`src/rtl/seg_pkg.sv`:
```
`default_nettype none
// ============================================================================
// Module   : seg_pkg
// Brief    : Shared types and helpers for the seven-segment scan controller.
// Revision : 1.0 - initial release
// ============================================================================
package seg_pkg;

    // Width of one digit code fed to the shared decoder.
    localparam int SEG_DIGIT_W    = 4;

    // Upper bound on the digit count; sizes the all-off helper result.
    localparam int SEG_MAX_DIGITS = 8;

    // Slot phase: dark ghosting gap, then the digit's ON window.
    typedef enum logic [0:0] {
        GAP = 1'b0,
        ON  = 1'b1
    } seg_state_e;

    // All-anodes-off pattern for n digits (active-low enables, so all ones).
    function automatic logic [SEG_MAX_DIGITS-1:0] SEG_ALL_OFF(input int n);
        logic [SEG_MAX_DIGITS-1:0] mask;
        mask = '0;
        for (int i = 0; i < SEG_MAX_DIGITS; i++) begin
            if (i < n) begin
                mask[i] = 1'b1;
            end
        end
        return mask;
    endfunction

endpackage
`default_nettype wire

```
`src/rtl/seg_slot_timer.sv`:
```
`default_nettype none
// ============================================================================
// Module   : seg_slot_timer
// Brief    : Per-slot cycle counter with GAP/ON phase. gap_done and slot_done
//            are combinational strobes, high in the last cycle of each phase.
// Revision : 1.0 - initial release
// ============================================================================
module seg_slot_timer
    import seg_pkg::*;
#(
    parameter int SCAN_CYC = 50000,
    parameter int GAP_CYC  = 500
) (
    input  logic       clk,
    input  logic       rst,        // asynchronous, active low
    output seg_state_e phase,
    output logic       gap_done,
    output logic       slot_done
);

    localparam int CNT_W = (SCAN_CYC > 2) ? $clog2(SCAN_CYC) : 1;

    localparam logic [CNT_W-1:0] GAP_LAST  = CNT_W'(GAP_CYC - 1);
    localparam logic [CNT_W-1:0] SLOT_LAST = CNT_W'(SCAN_CYC - 1);
    localparam logic [CNT_W-1:0] CNT_ONE   = CNT_W'(1);

    logic [CNT_W-1:0] cnt_q;
    logic [CNT_W-1:0] cnt_d;
    seg_state_e       state_q;
    seg_state_e       state_d;

    // The counter spans the whole slot; the phase flips at GAP_CYC-1 and wraps at SCAN_CYC-1.
    always_comb begin
        gap_done  = (state_q == GAP) && (cnt_q == GAP_LAST);
        slot_done = (state_q == ON)  && (cnt_q == SLOT_LAST);
        cnt_d     = slot_done ? '0 : (cnt_q + CNT_ONE);
        state_d   = state_q;
        if (gap_done) begin
            state_d = ON;
        end else if (slot_done) begin
            state_d = GAP;
        end
    end

    // Counter and phase registers.
    always_ff @(posedge clk or negedge rst) begin
        if (!rst) begin
            cnt_q   <= '0;
            state_q <= GAP;
        end else begin
            cnt_q   <= cnt_d;
            state_q <= state_d;
        end
    end

    assign phase = state_q;

endmodule
`default_nettype wire

```
`src/rtl/seg_scan_ctrl.sv`:
```
`default_nettype none
// ============================================================================
// Module   : seg_scan_ctrl
// Brief    : Round-robin scan of DIGITS common-anode digits through one
//            shared decoder. New values enter via load/ack and are applied
//            only at frame boundaries so a frame never mixes old and new data.
//            Optional leading-zero blanking: define SEG_LZB_EN.
// Revision : 1.0 - initial release
// ============================================================================
module seg_scan_ctrl
    import seg_pkg::*;
#(
    parameter int DIGITS   = 4,
    parameter int SCAN_CYC = 50000,
    parameter int GAP_CYC  = 500
) (
    input  logic                          clk,
    input  logic                          rst,        // asynchronous, active low
    input  logic                          load,
    input  logic [SEG_DIGIT_W*DIGITS-1:0] digits_in,
    output logic                          ack,
    output logic [SEG_DIGIT_W-1:0]        code,
    output logic [DIGITS-1:0]             dig_sel,
    output logic                          frame_start
);

    localparam int DATA_W = SEG_DIGIT_W * DIGITS;
    localparam int IDX_W  = (DIGITS > 2) ? $clog2(DIGITS) : 1;

    localparam logic [IDX_W-1:0]          IDX_LAST  = IDX_W'(DIGITS - 1);
    localparam logic [IDX_W-1:0]          IDX_ONE   = IDX_W'(1);
    localparam logic [SEG_MAX_DIGITS-1:0] ALL_OFF_W = SEG_ALL_OFF(DIGITS);

    seg_state_e phase;
    logic       gap_done;
    logic       slot_done;
    logic       on_nxt;
    logic       boundary;

    logic [IDX_W-1:0]       idx_q,           idx_d;
    logic [DATA_W-1:0]      active_q,        active_d;
    logic [DATA_W-1:0]      pending_q,       pending_d;
    logic                   pending_valid_q, pending_valid_d;
    logic                   ack_q,           ack_d;
    logic                   frame_start_q,   frame_start_d;
    logic [SEG_DIGIT_W-1:0] code_q,          code_d;
    logic [DIGITS-1:0]      dig_sel_q,       dig_sel_d;
    logic [DIGITS-1:0]      blank;

    seg_slot_timer #(
        .SCAN_CYC (SCAN_CYC),
        .GAP_CYC  (GAP_CYC)
    ) u_slot_timer (
        .clk       (clk),
        .rst       (rst),
        .phase     (phase),
        .gap_done  (gap_done),
        .slot_done (slot_done)
    );

    // Digit index advances at each slot end; the wrap from the last digit is the frame boundary.
    always_comb begin
        boundary = slot_done && (idx_q == IDX_LAST);
        idx_d    = idx_q;
        if (slot_done) begin
            idx_d = (idx_q == IDX_LAST) ? '0 : (idx_q + IDX_ONE);
        end
    end

    // Load/ack handshake: stage into pending mid-frame, commit to active only on the boundary.
    always_comb begin
        active_d        = active_q;
        pending_d       = pending_q;
        pending_valid_d = pending_valid_q;
        if (boundary) begin
            // A load sampled on the boundary itself wins over anything already pending.
            if (load) begin
                active_d = digits_in;
            end else if (pending_valid_q) begin
                active_d = pending_q;
            end
            pending_valid_d = 1'b0;
        end else if (load) begin
            pending_d       = digits_in;
            pending_valid_d = 1'b1;
        end
        ack_d         = boundary && (load || pending_valid_q);
        frame_start_d = boundary;
    end

`ifdef SEG_LZB_EN
    // Blank digit k>0 when it and every more-significant digit are zero.
    always_comb begin
        logic run_zero;
        run_zero = 1'b1;
        blank    = '0;
        for (int k = DIGITS - 1; k >= 0; k--) begin
            run_zero = run_zero && (active_d[k*SEG_DIGIT_W +: SEG_DIGIT_W] == '0);
            if (k > 0) begin
                blank[k] = run_zero;
            end
        end
    end
`else
    // Blanking disabled: every digit lights in its ON window.
    always_comb begin
        blank = '0;
    end
`endif

    // Outputs are computed from next-state values so the registers add no extra latency.
    always_comb begin
        on_nxt    = gap_done || ((phase == ON) && !slot_done);
        code_d    = active_d[idx_d*SEG_DIGIT_W +: SEG_DIGIT_W];
        dig_sel_d = ALL_OFF_W[DIGITS-1:0];
        if (on_nxt && !blank[idx_d]) begin
            dig_sel_d[idx_d] = 1'b0;
        end
    end

    // State and output registers.
    always_ff @(posedge clk or negedge rst) begin
        if (!rst) begin
            idx_q           <= '0;
            active_q        <= '0;
            pending_q       <= '0;
            pending_valid_q <= 1'b0;
            ack_q           <= 1'b0;
            frame_start_q   <= 1'b0;
            code_q          <= '0;
            dig_sel_q       <= ALL_OFF_W[DIGITS-1:0];
        end else begin
            idx_q           <= idx_d;
            active_q        <= active_d;
            pending_q       <= pending_d;
            pending_valid_q <= pending_valid_d;
            ack_q           <= ack_d;
            frame_start_q   <= frame_start_d;
            code_q          <= code_d;
            dig_sel_q       <= dig_sel_d;
        end
    end

    assign ack         = ack_q;
    assign frame_start = frame_start_q;
    assign code        = code_q;
    assign dig_sel     = dig_sel_q;

endmodule
`default_nettype wire

```
`config.mk`:
```
export PLATFORM = sky130hd
export DESIGN_NAME = seg_scan_ctrl
export DESIGN_NICKNAME = d
export VERILOG_FILES = /design/src/rtl/seg_pkg.sv /design/src/rtl/seg_slot_timer.sv /design/src/rtl/seg_scan_ctrl.sv
export SDC_FILE = /design/constraint.sdc
export NUM_CORES = 1
export LEC_CHECK = 0
export CORE_MARGIN = 3
export CORE_UTILIZATION = 50
export DETAILED_ROUTE_END_ITERATION = 10
export PLACE_DENSITY_LB_ADDON = 0.12
export SETUP_SLACK_MARGIN = 0.5
export SLEW_MARGIN = 20
export SYNTH_ARGS = -nofsm -noshare
export SYNTH_HDL_FRONTEND = slang
export SYNTH_SLANG_ARGS = --single-unit
```
`constraint.sdc`:
```
create_clock -name clk -period 4.7 [get_ports clk]
set_input_delay 0.705 -clock clk [delete_from_list [all_inputs] [get_ports clk]]
set_output_delay 0.705 -clock clk [all_outputs]
set_load 0.03 [all_outputs]
```
==> results of run 1 <==
==> area by class of cell <==
cell class	count	area [µm²]	area share, %
well taps	70	87.6	2.62
flip-flops and latches	62	1560	46.6
multi-input cells	178	1200	35.9
repair buffers	29	283	8.46
inverters	7	27.5	0.824
clock buffers	15	186	5.58
==> path summary, 6_finish.rpt <==
check	startpoint	endpoint	slack, ns	cells past startpoint
min in group asynchronous	rst	pending_q[13]	0.53	2
min	u_slot_timer.cnt_q[0]	u_slot_timer.cnt_q[0]	0.47	1
max in group asynchronous	rst	code[3]	3.66	2
min reg2reg	u_slot_timer.cnt_q[0]	u_slot_timer.cnt_q[0]	0.47	1
max	u_slot_timer.cnt_q[11]	code[2]	1.82	7
max reg2reg	u_slot_timer.cnt_q[11]	code[2]	1.82	7
==> power by group through the flow <==
stage	Clock, µW	Combinational (µW)	Sequential (µW)
2_1_floorplan	0	26.0	563
3_3_place_gp	0	56.5	566
3_5_place_dp	0	57.5	566
4_1_cts	447	57.9	556
5_1_grt	473	63.5	557
6_report	441	56.0	556
==> layout by cell type, fill, tap and decap left out, types with 2 or more instances in the layout <==
cell	synthesis	final
dfrtp_1	58	58
nor2_1	28	28
clkdlybuf4s50_1	0	27
nand2_1	26	26
nand3_1	16	16
mux2_2	16	16
and2_1	14	14
clkbuf_8	0	13
mux2i_1	12	12
a32oi_1	12	12
xor2_1	8	8
inv_1	6	6
xnor2_1	6	6
a22oi_1	4	4
a31oi_1	4	4
dfstp_2	4	4
nor3_1	3	3
and3_1	3	3
o22ai_1	3	3
or3_1	3	3
nor4_1	2	2
nor2b_1	2	2
and4_1	2	2
ha_1	2	2
clkbuf_1	7	2
==> metal layers <==
metal | part of all wire, % | GRT usage, % | wire (µm)
met5 | 0 | 0 | 0
met1 | 50 | 28.4 | 2800
met2 | 43 | 26.4 | 2410
met3 | 5.5 | 4.55 | 308
met4 | 1.4 | 10.1 | 80
==> state kept, by name, summed over array words and instances, names as in the netlist <==
name and count:
ack 1, active_q 16, code 4, dig_sel 4, frame_start 1, idx_q 2, pending_q 16, pending_valid_q 1
u_slot_timer.cnt_q 16, u_slot_timer.phase 1
==> cells by family after synthesis <==
kind of cell	Yosys count	synth area share, %
multiplexers	30	11.6
AND/OR/NAND/NOR	107	18.7
buffers and inverters	19	2.95
XOR/XNOR	14	4.32
adder cells (fa/ha/maj)	2	0.881
AO/OA/AOI/OAI	25	6.78
flip-flops	62	54.8
==> metrics by stage <==
| stage | std cells | util (%) | worst slack (ns) | hold slack (ns) |
|---|---|---|---|---|
| 2_1_floorplan | 259 | - | 2.51 | 0.409 |
| 3_3_place_gp | 346 | 59.5 | 1.70 | 0.452 |
| 3_5_place_dp | 346 | 59.5 | 1.61 | 0.464 |
| 4_1_cts | 361 | 63.0 | 1.80 | 0.472 |
| 5_1_grt | 361 | 63.0 | 1.55 | 0.480 |
| 6_report | 361 | 63.0 | 1.82 | 0.469 |
==> results.json, run 1 <==
{
  "outcome": "finished clean",
  "synth_area_per_cell_um2": 11.0,
  "worst-path-buf-inv": 0,
  "dieHeight_um": 81.4,
  "synthCells": 259,
  "placed_area_um2": 3150,
  "fmax_mhz": 347,
  "yosys-top-cells-count": "dfrtp_1 (58), nor2_1 (28), nand2_1 (26), mux2_2 (16), nand3_1 (16)",
  "dr.pass1.iters": 4,
  "grt_pass1_wl_um": 9470,
  "p_total_uw": 1050,
  "gp_congestion": 0.778,
  "antenna_found_initial": 0,
  "synth_cell_types": 38,
  "antenna_left": 0,
  "cts_resized": 0,
  "fin_area_um2": 3340,
  "start_util_pct": 53.6,
  "ir_drop_mv": 0.229,
  "grt_start_max_net_pins": 63,
  "cts_tree": "built",
  "yosysTopAreaCell": "dfrtp_1",
  "arrival_ns": 3.08,
  "drv_cap": 0,
  "async_reset_ff_share_pct": 100,
  "clock_latency_ns": 0.33,
  "die_x_um": 81.4,
  "fin_crit_sh_pct": 61.3,
  "groute.usage.overall_pct": 19.4,
  "netlist_area_um2": 2840,
  "synth_flop_cell": "dfrtp_1",
  "hold_viol_final": 0,
  "setup_viol": 0,
  "ctsRootBufferMaster": "clkbuf_8",
  "die_area_um2": 6620,
  "clkPwrFrac_pct": 41.9,
  "post_drt_wl_per_cell_um": 15.5,
  "rsz0062_at_grt": "false",
  "cts_max_level": 3,
  "crit_path_max_fanout": 24,
  "ys_seq_elements": 62,
  "port_buffers": 28,
  "seq_power_share_pct": 52.8,
  "clk_path_buf_depth": 2,
  "grt_pass1_vias": 1912,
  "power.density_nw_per_um2": 315,
  "syn2layout_area_growth_pct": 17.6,
  "crit_required_ns": 4.90,
  "combinationalPowerShare_pct": 5.3,
  "syn_nets": 280,
  "worst_pin_slew_ns": 1.06,
  "startpoint_type": "flip-flop",
  "ys_warn_count": 0,
  "n_antenna_cell": 0,
  "numCtsBuffers": 9,
  "synth_area_leaders": "dfrtp_1 (51%), mux2_2 (6.3%), mux2i_1 (4.2%), dfstp_2 (3.7%), nor2_1 (3.7%)",
  "via_per_inst": 5.46,
  "postCtsSetupBuffers": 0,
  "synth_top_area_share_pct": 51.1,
  "p_leak_uw": 0.00150,
  "drc": 0,
  "final_layout_size_suffix_gt1_share_pct": 14.4,
  "cts_sinks": 62,
  "synth_edf_count": 0,
  "switchingPower_uw": 228,
  "num_rows": 26,
  "clk_pin_slew_ns": 0.07,
  "dp_hpwl_um": 3740,
  "drt_iter0_drc": 162,
  "yosysMostFrequentCell": "dfrtp_1",
  "core_area_um2": 5300,
  "end_kind": "flip-flop",
  "cp_slowest_stage_delay_ns": 0.88,
  "drt-total-wl_um": 5600,
  "clock-skew-final_ns": 0.00741,
  "overflow": 0,
  "worst-setup-path-type": "flip-flop to flip-flop",
  "swShare_pct": 21.7,
  "fillers": 433,
  "p_int_uw": 825,
  "crit_family": "simple AND/OR/NAND/NOR gates",
  "num_vias": 1970,
  "nets": 308,
  "holdCritPathClass": "flip-flop to flip-flop",
  "slew_viol_final": 0,
  "ctsHoldBuffers": 0,
  "path_cells": "or4_4 > nor3_1 > and3_1 > mux2i_1 > nand2_1 > a22oi_1 > nand3_1",
  "cp_slowest_cell": "and3_1",
  "period_minus_slack_ns": 2.88,
  "ys_seq_area_share_pct": 54.8,
  "fin_setup_tns_ns": 0,
  "maxSlewHeadroom_pct": 29.5,
  "io-pin-count": 29
}
No activity file was read; power rests on OpenSTA's default activity.
==> inputs of run 2 (changes only) <==
Clock period 4.7 ns to 2.4 ns, I/O delays scaled along.
==> run 2 against run 1 <==
  * Sequential cell count unchanged
  * Combinational power rose by 130%
  * Largest cell class unchanged
  * First-iteration DRC count is 2.5% higher
  * Worst setup slack got worse by 1.7 ns
==> results.json, run 2 (same netlist as run 1, synthesis figures left out) <==
{
  "outcome": "finished clean",
  "antenna_left": 0,
  "nets": 335,
  "fin_setup_tns_ns": 0,
  "power.density_nw_per_um2": 580,
  "core_area_um2": 5300,
  "regToRegEndpoint": "code[1]",
  "post_drt_wl_per_cell_um": 16.8,
  "dr.pass1.iters": 4,
  "crit_path_end": "code[1]",
  "clk_pin_slew_ns": 0.07,
  "worstReg2RegStart": "u_slot_timer.cnt_q[5]",
  "rsz0062_at_grt": "true",
  "antenna_found_initial": 0,
  "clock_latency_ns": 0.33,
  "drc": 0,
  "grt_start_max_net_pins": 37,
  "area.sequential_um2": 1560,
  "holdCritPathClass": "input port to async pin",
  "cts_max_level": 3,
  "startpoint_type": "flip-flop",
  "path_cells": "or2_1 > nor4_4 > and2_4 > mux2_4 > and2_4 > a22oi_2 > nand3_1",
  "worst-setup-path-type": "flip-flop to flip-flop",
  "reg_top3": "active_q: 16 flops, pending_q: 16 flops, u_slot_timer.cnt_q: 16 flops",
  "drt-total-wl_um": 6520,
  "n_antenna_cell": 0,
  "dp_hpwl_um": 3940,
  "arrival_ns": 2.48,
  "final_layout_size_suffix_gt1_share_pct": 27.6,
  "hold_viol_final": 0,
  "final_cell_mix": "dfrtp_1 (58), nor2_1 (25), nand2_1 (25)",
  "cts_tree": "built",
  "ctsRootBufferMaster": "clkbuf_8",
  "die_area_um2": 6620,
  "startpoint": "u_slot_timer.cnt_q[5]",
  "ir_drop_mv": 0.431,
  "io-pin-count": 29,
  "num_vias": 2144,
  "grt_pass1_wl_um": 10400,
  "port_buffers": 28,
  "path_depth": 7,
  "worst-path-buf-inv": 0,
  "setup_viol": 0,
  "fillers": 364,
  "slew_viol_final": 0,
  "crit_family": "simple AND/OR/NAND/NOR gates",
  "setup_ws_ns": 0.115,
  "r2r_setup_slack_ns": 0.12,
  "place_ws_ns": 0.0923,
  "drt_iter0_drc": 166,
  "end_kind": "flip-flop",
  "start_util_pct": 53.6,
  "num_rows": 26,
  "crit_required_ns": 2.60,
  "cp_slowest_cell": "dfrtp_1",
  "die_x_um": 81.4,
  "groute.usage.overall_pct": 21.3,
  "gp_congestion": 0.775,
  "fin_crit_sh_pct": 95.2,
  "grt_pass1_vias": 2104,
  "crit_top_cell": "and2_4",
  "multi_input_area_um2": 1300,
  "clk_path_buf_depth": 2,
  "fin_area_um2": 3790,
  "p_total_uw": 2200,
  "syn2layout_area_growth_pct": 33.3,
  "p_leak_uw": 0.00171,
  "numCtsBuffers": 9,
  "fmax_mhz": 438,
  "final_common_cell": "dfrtp_1",
  "ctsHoldBuffers": 0,
  "cts_sinks": 62,
  "period_minus_slack_ns": 2.28,
  "clock-skew-final_ns": 0.00504,
  "overflow": 0,
  "placed_area_um2": 3240,
  "reg2regPathDepth": 7,
  "maxSlewHeadroom_pct": 40.4,
  "via_per_inst": 5.51,
  "crit_path_max_fanout": 6,
  "dieHeight_um": 81.4,
  "cp_slowest_stage_delay_ns": 0.43,
  "worst_pin_slew_ns": 0.892,
  "drv_cap": 0
}
[run 2: layout make-up]
class,instances,area share (%)
clock buffers,10,3.37
clock inverters,6,2.28
inverters,7,0.760
multi-input cells,178,34.4
flip-flops and latches,62,41.1
well taps,70,2.31
repair buffers,56,15.8
[run 2: worst min path at each step]
stage | to
global placement | u_slot_timer.cnt_q[6]
finish | u_slot_timer.cnt_q[6]
global route | u_slot_timer.cnt_q[6]
detailed placement | u_slot_timer.cnt_q[6]
floorplan | ack
CTS | u_slot_timer.cnt_q[6]
[run 2: power by group]
part           total (µW)  switching, µW  internal (µW)  leakage [µW]
sequential           1090           14.0           1070      0.000795
clock                 982            399            583      0.000106
combinational         126           55.6           70.4      0.000809
[run 2: what timing repair did]
action	in CTS	in global routing
endpoints found under the setup margin	43	43
resized for setup	16	14
pin swaps	7	11
gates cloned	1	2
setup buffers	11	7
[run 2: stage by stage]
step / hold WS, ns / cells / utilization, %
2_1_floorplan: 0.0644 / 259 / -
3_3_place_gp: 0.405 / 352 / 61.2
3_5_place_dp: 0.415 / 352 / 61.2
4_1_cts: 0.0453 / 380 / 68.4
5_1_grt: 0.0611 / 389 / 71.4
6_report: 0.0376 / 389 / 71.4
[run 2: metal layers]
layer | wire length [µm] | vias to the layer above | GRT usage (%)
met2 | 3070 | 63 | 31.4
met3 | 381 | 6 | 7.87
li1 | - | 1020 | -
met5 | 0 | - | 0
met1 | 3020 | 1055 | 29.5
met4 | 51 | 0 | 6.08
==> inputs of run 3 (changes only) <==
Clock period 2.4 ns to 2.8 ns, I/O delays scaled along.
==> run 3 against run 2 <==
  * Design area is 6.7% lower
  * Power is 18% lower
  * Utilization is 4.8 points lower
  * Sequential cell count stayed put
  * Clock skew is 0.0083 ns higher
  * Clock power is 21% lower
  * Global-route usage is 1.1 points lower
  * Worst hold slack better by 0.19 ns
  * Maximum frequency is 2.0% higher
  * Largest power group unchanged
==> results.json, run 3 (same netlist as run 1, synthesis figures left out) <==
{
  "clock-skew-final_ns": 0.0134,
  "final_cell_mix": "dfrtp_1 (58), clkdlybuf4s50_1 (27), nor2_1 (26), nand2_1 (26)",
  "reg2regPathDepth": 8,
  "startpoint": "u_slot_timer.cnt_q[13]",
  "final_util_pct": 66.6,
  "start_util_pct": 53.6,
  "io-pin-count": 29,
  "syn2layout_area_growth_pct": 24.4,
  "grt_start_max_net_pins": 63,
  "worst_pin_slew_ns": 0.916,
  "core_area_um2": 5300,
  "drv_cap": 0,
  "drt-total-wl_um": 6020,
  "cts_max_level": 3,
  "final_layout_size_suffix_gt1_share_pct": 23.1,
  "seq_power_share_pct": 51.6,
  "cts_tree": "built",
  "dr.pass1.iters": 4,
  "end_kind": "flip-flop",
  "groute.usage.overall_pct": 20.2,
  "crit_path_max_fanout": 5,
  "num_vias": 2029,
  "worstReg2RegStart": "u_slot_timer.cnt_q[13]",
  "via_per_inst": 5.44,
  "port_buffers": 28,
  "n_antenna_cell": 0,
  "dieHeight_um": 81.4,
  "final_common_cell": "dfrtp_1",
  "startpoint_type": "flip-flop",
  "post_drt_wl_per_cell_um": 16.1,
  "numCtsBuffers": 9,
  "p_leak_uw": 0.00159,
  "layout.cells.non_filler": 373,
  "clkPwrFrac_pct": 43.0,
  "ctsHoldBuffers": 0,
  "worst-setup-path-type": "flip-flop to flip-flop",
  "slew_viol_final": 0,
  "nets": 319,
  "clk_path_buf_depth": 2,
  "period_minus_slack_ns": 2.24,
  "overflow": 0,
  "switchingPower_uw": 422,
  "antenna_found_initial": 0,
  "num_rows": 26,
  "grt_pass1_vias": 2043,
  "cts_sinks": 62,
  "clock_latency_ns": 0.34,
  "crit_required_ns": 3.07,
  "die_area_um2": 6620,
  "ir_drop_mv": 0.357,
  "die_x_um": 81.4,
  "rsz0062_at_grt": "true",
  "grt_pass1_wl_um": 9890,
  "placed_cells": 352,
  "arrival_ns": 2.51,
  "power.density_nw_per_um2": 511,
  "p_int_uw": 1380,
  "fmax_mhz": 447,
  "drc": 0,
  "gp_congestion": 0.789,
  "fin_setup_tns_ns": 0,
  "swShare_pct": 23.4,
  "hold_viol_final": 0,
  "combinationalPowerShare_pct": 5.4,
  "antenna_left": 0,
  "ctsRootBufferMaster": "clkbuf_8",
  "drt_iter0_drc": 99,
  "maxSlewHeadroom_pct": 38.8,
  "fin_crit_sh_pct": 80.0,
  "clk_pin_slew_ns": 0.07,
  "reg_top3": "active_q: 16 flops, pending_q: 16 flops, u_slot_timer.cnt_q: 16 flops",
  "holdCritPathClass": "input port to async pin",
  "setup_viol": 0,
  "dp_hpwl_um": 4000,
  "outcome": "finished clean"
}
[run 3: cell count changes in the layout (fill, tap and decap cells not counted), moves of 2 or more]
cell             change
nand3_1              +2
buf_12               -4
clkbuf_16            -2
clkdlybuf4s50_1      +4
dlygate4sd2_1        -3
nand3_2              -2
buf_4               -10
[run 3: layout make-up]
cell class,instances,area [µm²]
Fill cell,404,1770
Clock buffer,9,124
Timing Repair Buffer,40,380
Inverter,7,28.8
Tap cell,70,87.6
Sequential cell,62,1560
Multi-Input combinational cell,178,1280
Clock inverter,7,73.8
[run 3: power groups by stage]
stage | Combinational [µW] | Clock, µW | Sequential (µW)
2_1_floorplan | 43.7 | 0 | 945
3_3_place_gp | 98.0 | 0 | 949
3_5_place_dp | 99.0 | 0 | 949
4_1_cts | 99.7 | 791 | 932
5_1_grt | 108 | 837 | 934
6_report | 97.3 | 777 | 933
[run 3: path summary, 6_finish.rpt]
| check | to | slack (ns) |
|---|---|---|
| max in group asynchronous | pending_q[6] | 2.07 |
| worst max register to register | code[2] | 0.56 |
| worst max-delay path | code[2] | 0.56 |
| worst min register to register | u_slot_timer.cnt_q[0] | 0.47 |
| min in group clk | u_slot_timer.cnt_q[0] | 0.47 |
| worst min-delay path | u_slot_timer.cnt_q[14] | 0.23 |
[run 3: metal layers]
layer	GRT usage (%)	up-vias	part of all wire, %
li1	-	987	-
met1	28.3	983	48
met2	28.6	50	45
met3	7.10	9	5.2
met4	7.77	0	1.5
met5	0	-	0
[run 3: through the flow]
stage          total power (µW)  hold slack (ns)  instance area (µm²)  worst slack [ns]
2_1_floorplan               988            0.124                 2840             0.611
3_3_place_gp               1050            0.450                 3200             0.255
3_5_place_dp               1050            0.458                 3200             0.199
4_1_cts                    1820            0.255                 3430             0.494
5_1_grt                    1880            0.274                 3530             0.410
6_report                   1810            0.227                 3530             0.561
[run 3: what timing repair did]
item | 4_1_cts | 5_1_grt
resized for setup | 9 | 17
setup endpoints to repair | 4 | 20
buffers inserted | 1 | 4
endpoints found under the hold margin | 0 | 0
pin swaps | 0 | 5
[run 3: worst max-delay path: stages (launching register included)]
cell     delay (ns)
dfrtp_1        0.40
or4_4          0.58
nor2_4         0.15
and2_4         0.20
mux2_4         0.34
buf_6          0.13
nor2_4         0.17
a22oi_1        0.12
nand3_1        0.09
